**src/rtl/trig_hist_pkg.sv**
```systemverilog
// Shared constants and count word type for the trigger histogrammer and the command processor.
// Pure declarations: no latency, no backpressure.
package trig_hist_pkg;
  localparam int NBOARDS = 4;
  localparam int NCH     = 8;
  localparam int CNT_W   = 32;

  typedef logic [CNT_W-1:0] hist_word_t;

  localparam hist_word_t CNT_MAX = '1;
endpackage

```
**src/rtl/trigger_hist_accumulator_if.sv**
```systemverilog
// Hit inputs, board selection/clear from the processor and the histogram read-out bus.
// The bus carries no handshake; it is sampled every clock.
interface trigger_hist_accumulator_if #(
  parameter int NBOARDS = trig_hist_pkg::NBOARDS,
  parameter int NCH     = trig_hist_pkg::NCH,
  parameter int CNT_W   = trig_hist_pkg::CNT_W
);
  logic [NBOARDS*NCH-1:0] hits;
  logic [7:0]             histostosend;
  logic                   resethist;
  logic [CNT_W-1:0]       histos [NCH];
  logic [NCH-1:0]         sat_flags;

  modport master (
    output hits, histostosend, resethist,
    input  histos, sat_flags
  );

  modport slave (
    input  hits, histostosend, resethist,
    output histos, sat_flags
  );
endinterface

```
**src/rtl/hist_counter.sv**
```systemverilog
// One saturating hit counter; a clear loads the incoming hit so it is not lost.
// Single-cycle update, no backpressure.
module hist_counter #(
  parameter int CNT_W = trig_hist_pkg::CNT_W
) (
  input  logic             clk,
  input  logic             reset,
  input  logic             clr,
  input  logic             inc,
  output logic [CNT_W-1:0] count,
  output logic             sat
);
  assign sat = &count;

  always_ff @(posedge clk) begin
    if (reset) begin
      count <= '0;
    end else if (clr) begin
      count <= CNT_W'(inc);
    end else if (inc && !sat) begin
      count <= count + 1'b1;
    end
  end
endmodule

```
**src/rtl/trigger_hist_accumulator.sv**
```systemverilog
// Per-channel hit histogrammer: hit register, saturating counters, registered per-board read-out mux.
// Hit to histos: 3 edges; selection change: 1 edge. No backpressure, every hit is counted.
module trigger_hist_accumulator
  import trig_hist_pkg::*;
#(
  parameter int NBOARDS = trig_hist_pkg::NBOARDS,
  parameter int NCH     = trig_hist_pkg::NCH,
  parameter int CNT_W   = trig_hist_pkg::CNT_W
) (
  input  logic                        clk,
  input  logic                        reset,
  trigger_hist_accumulator_if.slave   bus
);
  localparam int SEL_W = (NBOARDS > 1) ? $clog2(NBOARDS) : 1;

  logic [NBOARDS*NCH-1:0] hit_q;
  logic [CNT_W-1:0]       cnt [NBOARDS][NCH];
  logic [NCH-1:0]         sat [NBOARDS];
  logic [NBOARDS-1:0]     clr_brd;
  logic                   sel_ok;
  logic [SEL_W-1:0]       sel;

  // Out-of-range selections read as zero and clear nothing.
  assign sel_ok = (int'(bus.histostosend) < NBOARDS);
  assign sel    = SEL_W'(bus.histostosend);

  always_ff @(posedge clk) begin
    if (reset) begin
      hit_q <= '0;
    end else begin
      hit_q <= bus.hits;
    end
  end

  for (genvar b = 0; b < NBOARDS; b++) begin : g_brd
    assign clr_brd[b] = bus.resethist && sel_ok && (sel == SEL_W'(b));

    for (genvar c = 0; c < NCH; c++) begin : g_ch
      hist_counter #(.CNT_W(CNT_W)) u_cnt (
        .clk   (clk),
        .reset (reset),
        .clr   (clr_brd[b]),
        .inc   (hit_q[b*NCH+c]),
        .count (cnt[b][c]),
        .sat   (sat[b][c])
      );
    end
  end

  always_ff @(posedge clk) begin
    if (reset || !sel_ok) begin
      bus.histos    <= '{default: '0};
      bus.sat_flags <= '0;
    end else begin
      bus.histos    <= cnt[sel];
      bus.sat_flags <= sat[sel];
    end
  end
endmodule
```
**src/flat_wrapper.sv**
```systemverilog
// flat-port wrapper written by rule: the top's interface ports become plain ports
module trigger_hist_accumulator_flat import trig_hist_pkg::*;
#(
  parameter int NBOARDS = trig_hist_pkg::NBOARDS,
  parameter int NCH     = trig_hist_pkg::NCH,
  parameter int CNT_W   = trig_hist_pkg::CNT_W
)
  (clk, reset, bus_hits, bus_histostosend, bus_resethist, bus_histos, bus_sat_flags);
  trigger_hist_accumulator_if #(.NBOARDS(NBOARDS), .NCH(NCH), .CNT_W(CNT_W)) bus_i ();
  input  logic clk;
  input  logic reset;
  input wire logic [$bits(bus_i.hits)-1:0] bus_hits;
  input wire logic [$bits(bus_i.histostosend)-1:0] bus_histostosend;
  input wire logic [$bits(bus_i.resethist)-1:0] bus_resethist;
  output wire logic [$bits(bus_i.histos)-1:0] bus_histos;
  output wire logic [$bits(bus_i.sat_flags)-1:0] bus_sat_flags;
  assign bus_i.hits = bus_hits;
  assign bus_i.histostosend = bus_histostosend;
  assign bus_i.resethist = bus_resethist;
  assign bus_histos = {>>{bus_i.histos}};
  assign bus_sat_flags = bus_i.sat_flags;
  trigger_hist_accumulator #(.NBOARDS(NBOARDS), .NCH(NCH), .CNT_W(CNT_W)) u_core (.clk(clk), .reset(reset), .bus(bus_i));
endmodule
```
**config.mk**
```make
export PLATFORM = sky130hd
export DESIGN_NAME = trigger_hist_accumulator_flat
export DESIGN_NICKNAME = d
export VERILOG_FILES = /design/src/rtl/trig_hist_pkg.sv /design/src/rtl/trigger_hist_accumulator_if.sv /design/src/rtl/hist_counter.sv /design/src/rtl/trigger_hist_accumulator.sv /design/src/flat_wrapper.sv
export SDC_FILE = /design/constraint.sdc
export NUM_CORES = 2
export LEC_CHECK = 0
export ABC_AREA = 1
export CAP_MARGIN = 20
export CORE_MARGIN = 5
export CORE_UTILIZATION = 30
export DETAILED_ROUTE_END_ITERATION = 8
export GPL_TIMING_DRIVEN = 1
export PLACE_DENSITY = 0.55
export SETUP_SLACK_MARGIN = 0.15
export SYNTH_ARGS = -nofsm -noshare
export SYNTH_HDL_FRONTEND = slang
export SYNTH_HIERARCHICAL = 1
export SYNTH_SLANG_ARGS = --single-unit
```
**constraint.sdc**
```tcl
create_clock -name clk -period 3.8 [get_ports clk]
set_input_delay 0.76 -clock clk [delete_from_list [all_inputs] [get_ports clk]]
set_output_delay 0.76 -clock clk [all_outputs]
set_load 0.1 [all_outputs]
```
==> run_results.csv <==
group,metric,value,unit
status,status,"complete, no violations",
clocking,cts_tree,"built",
place,gp_congestion,0.922,
finish,final_cell_mix,"nand2_1 (4795), nor2_1 (2419), nand3_1 (1368), dfxtp_1 (1320), inv_1 (994)",
global_route,grt_max_degree,173,
power,power_frac_seq,43.0,%
yosys,synth.top_cell.area_share,29.9,%
finish,finalNonFillerCells,18024,
worst_setup_path,r2r-start,"u_core/g_brd[3].g_ch[3].u_cnt/count[0]",
die,die_h,553,um
clocking,numCtsBuffers,171,
sta,setup_violations,0,
worst_setup_path,cpPeakStageDelay,1210,ps
hold_path,holdCritPathClass,"in -> reg",
worst_setup_path,start_kind,"register",
worst_setup_path,crit_path_end_kind,"output port",
place,dpl_cell_area,92900,um2
sta,hold_viol_final,0,
die,start_util,30.1,%
yosys,syn-instance-count,13959,
power,leakage,0.0343,uW
sta,fin_crit_sh,87.4,%
worst_setup_path,crit_fanout,1,
global_route,antenna_found_initial,7,
worst_setup_path,critPathBufInv,1,
place,numPortBuffers,306,
yosys,synth_top_area_cell,"dfxtp_1",
global_route,grt_pass1_wl,466,mm
worst_setup_path,criticalPathCategory,"reg -> out",
sta,setup_ws,480,ps
finish,area_growth,11.8,%
power,combPwrFrac,4.5,%
sta,tightest_slew,1070,ps
yosys,synth_edf_count,0,
sta,relSlewSlack,28.3,%
worst_setup_path,ff2ff_path_depth,10,
yosys,postSynth.asyncResetShare,0,%
sta,fin_crit,3320,ps
clocking,cts_setup_buffers,0,
global_route,grt_pass1_vias,78724,
hold_path,hold_depth,2,
hold_path,min_to,"u_core/hit_q[2]",
hold_path,holdCritStartpoint,"reset",
clocking,cts_resized,0,
clocking,cts.clk_slew.worst_paths,60,ps
power,p_sw_share,25.4,%
yosys,synth.avg_cell_area,6.33,um2
worst_setup_path,r2r-end,"u_core/g_brd[3].g_ch[3].u_cnt/count[27]",
die,core,294000,um2
power,p_clk_share,52.5,%
drt,num_vias,86010,
drt,ant_nets,0,
clocking,clockRootBuffer,"clkbuf_16",
global_route,grt_usage,18.8,%
worst_setup_path,regToRegSetupSlack,1630,ps
finish,final_area,98800,um2
sta,fin_tns_setup,0,ps
die,die_w,553,um
worst_setup_path,crit_family,"buffers and inverters",
worst_setup_path,critPathRequiredTime,3040,ps
yosys,syn_area,88400,um2
drt,dr.pass1.iters,8,
flow_run,drv_cap,0,
yosys,ys_ff_latch,1320,
yosys,synth_ff_type,"dfxtp_1",
yosys,ys_seq_area_share,29.9,%
yosys,synthesis.nets,14034,
sta,rsz0062_at_grt,"no",
clocking,clk_path_buf_depth,4,
die,ios,307,
yosys,yosys-top-cells-area,"dfxtp_1 (30%), nand2_1 (20%), nor2_1 (10%)",
finish,final_common_cell,"nand2_1",
sta,skew,53.8,ps
power,power_density,332,nW/um2
worst_setup_path,crit_slowest_cell,"clkdlybuf4s50_1",
place,dp_hpwl,223,mm
yosys,yosysUniqueCellTypes,30,
finish,nNetsFinal,14039,
drt,via_per_inst,4.77,
global_route,grt_overflow,0,
die,dieArea,306000,um2
worst_setup_path,arrival,2560,ps
drt,drtIter0Drc,7101,
drt,wl_per_cell,16.7,um
drt,routed_wl,302,mm
finish,post-route-util,33.7,%
worst_setup_path,path_cells,"clkdlybuf4s50_1",
clocking,clock-sinks,1320,
sta,slew_viol_final,0,
yosys,yosysWarnings,6,
clocking,htree_levels,4,
sta,max_freq,301,MHz
clocking,ctsHoldBuffers,0,
power,ir_drop,0.496,mV
place,placed_cells,17710,
finish,multiInputGateArea,53600,um2
place,dp_slack,0.490,ps
finish,fill_cells,32511,
finish,ff_latch_area,26400,um2
clocking,worstSkewPairLatency,860,ps
power,p_sw,8330,uW
die,rows,199,
drt,drc_errors,0,
finish,drive_above_1_share,12.1,%
power,internal_power,24400,uW
how the worst max path moves through the flow:
| stage | start | end | slack (ps) | depth (start not counted) |
|---|---|---|---|---|
| 5_1_grt | u_core/bus.sat_flags[1] | bus_sat_flags[1] | 360 | 1 |
| 4_1_cts | u_core/bus.sat_flags[1] | bus_sat_flags[1] | 290 | 1 |
| 6_report | u_core/bus.sat_flags[1] | bus_sat_flags[1] | 480 | 1 |
| 3_3_place_gp | bus_histostosend[2] | u_core/g_brd[1].g_ch[4].u_cnt/count[20] | -10 | 10 |
| 3_5_place_dp | bus_histostosend[4] | u_core/g_brd[1].g_ch[4].u_cnt/count[23] | 0.5 | 10 |
| 2_1_floorplan | bus_histostosend[0] | u_core/g_brd[0].g_ch[0].u_cnt/count[20] | 660 | 10 |
cells by family (layout without fill, tap and decap cells):
family	count (synthesis)	in the layout	synth area share, %
and+or+nand+nor	9709	9709	48.0
xor gates and xnor gates	480	480	4.76
AOI/OAI and AO/OA	832	832	7.43
adders and majority gates	32	32	0.453
other	0	4	0
buffers and inverters	1586	1728	9.49
DFF	1320	1320	29.9
routing by layer:
| metal | global-route usage (%) | vias to the layer above | part of all wire, % |
|---|---|---|---|
| met5 | 0 | - | 0 |
| met4 | 4.42 | 0 | 2.4 |
| met3 | 2.28 | 368 | 5.5 |
| met2 | 30.0 | 2195 | 44 |
| met1 | 26.9 | 39623 | 48 |
| li1 | - | 43824 | - |
synthesized netlist by cell type, types with 42 or more instances:
master / instances
nand2_1: 4795
nor2_1: 2423
nand3_1: 1368
dfxtp_1: 1320
inv_1: 994
a21oi_2: 640
nand2_2: 320
nand4_1: 258
xor2_1: 256
xnor2_1: 224
buf_2: 171
nor2_4: 160
nor3_1: 160
buf_6: 120
a21oi_1: 96
o21ai_0: 96
buf_4: 95
buf_1: 66
nand2_4: 64
nor2_2: 64
clkbuf_1: 42
area by class of cell:
class / count / area share, %
Clock inverter: 77 / 0.927
Tap cell: 3919 / 4.96
Clock buffer: 233 / 5.06
Timing Repair Buffer: 390 / 4.03
Inverter: 1028 / 4.00
Sequential cell: 1320 / 26.7
Antenna cell: 4 / 0.0101
Multi-Input combinational cell: 11053 / 54.3
sequential cells by signal (all words and copies together) (netlist names):
name                           count
u_core/g_brd.g_ch.u_cnt/count   1024
u_core/bus.histos                256
u_core/hit_q                      32
u_core/bus.sat_flags               8
power by group through the flow:
stage                     logic [uW]  registers, uW  clock network, uW
after floorplan                 1330          14300                  0
after global placement          1480          14400                  0
after detailed placement        1480          14400                  0
after CTS                       1480          14100              17800
after global routing            1600          14100              18300
final                           1460          14100              17200
through the flow:
step                total power (uW)  hold WS, ps
finish                         32800          439
global route                   34000          380
CTS                            33300          347
detailed placement             15900          509
global placement               15900          508
floorplan                      15600          482
(Power assumes the default switching activity.)
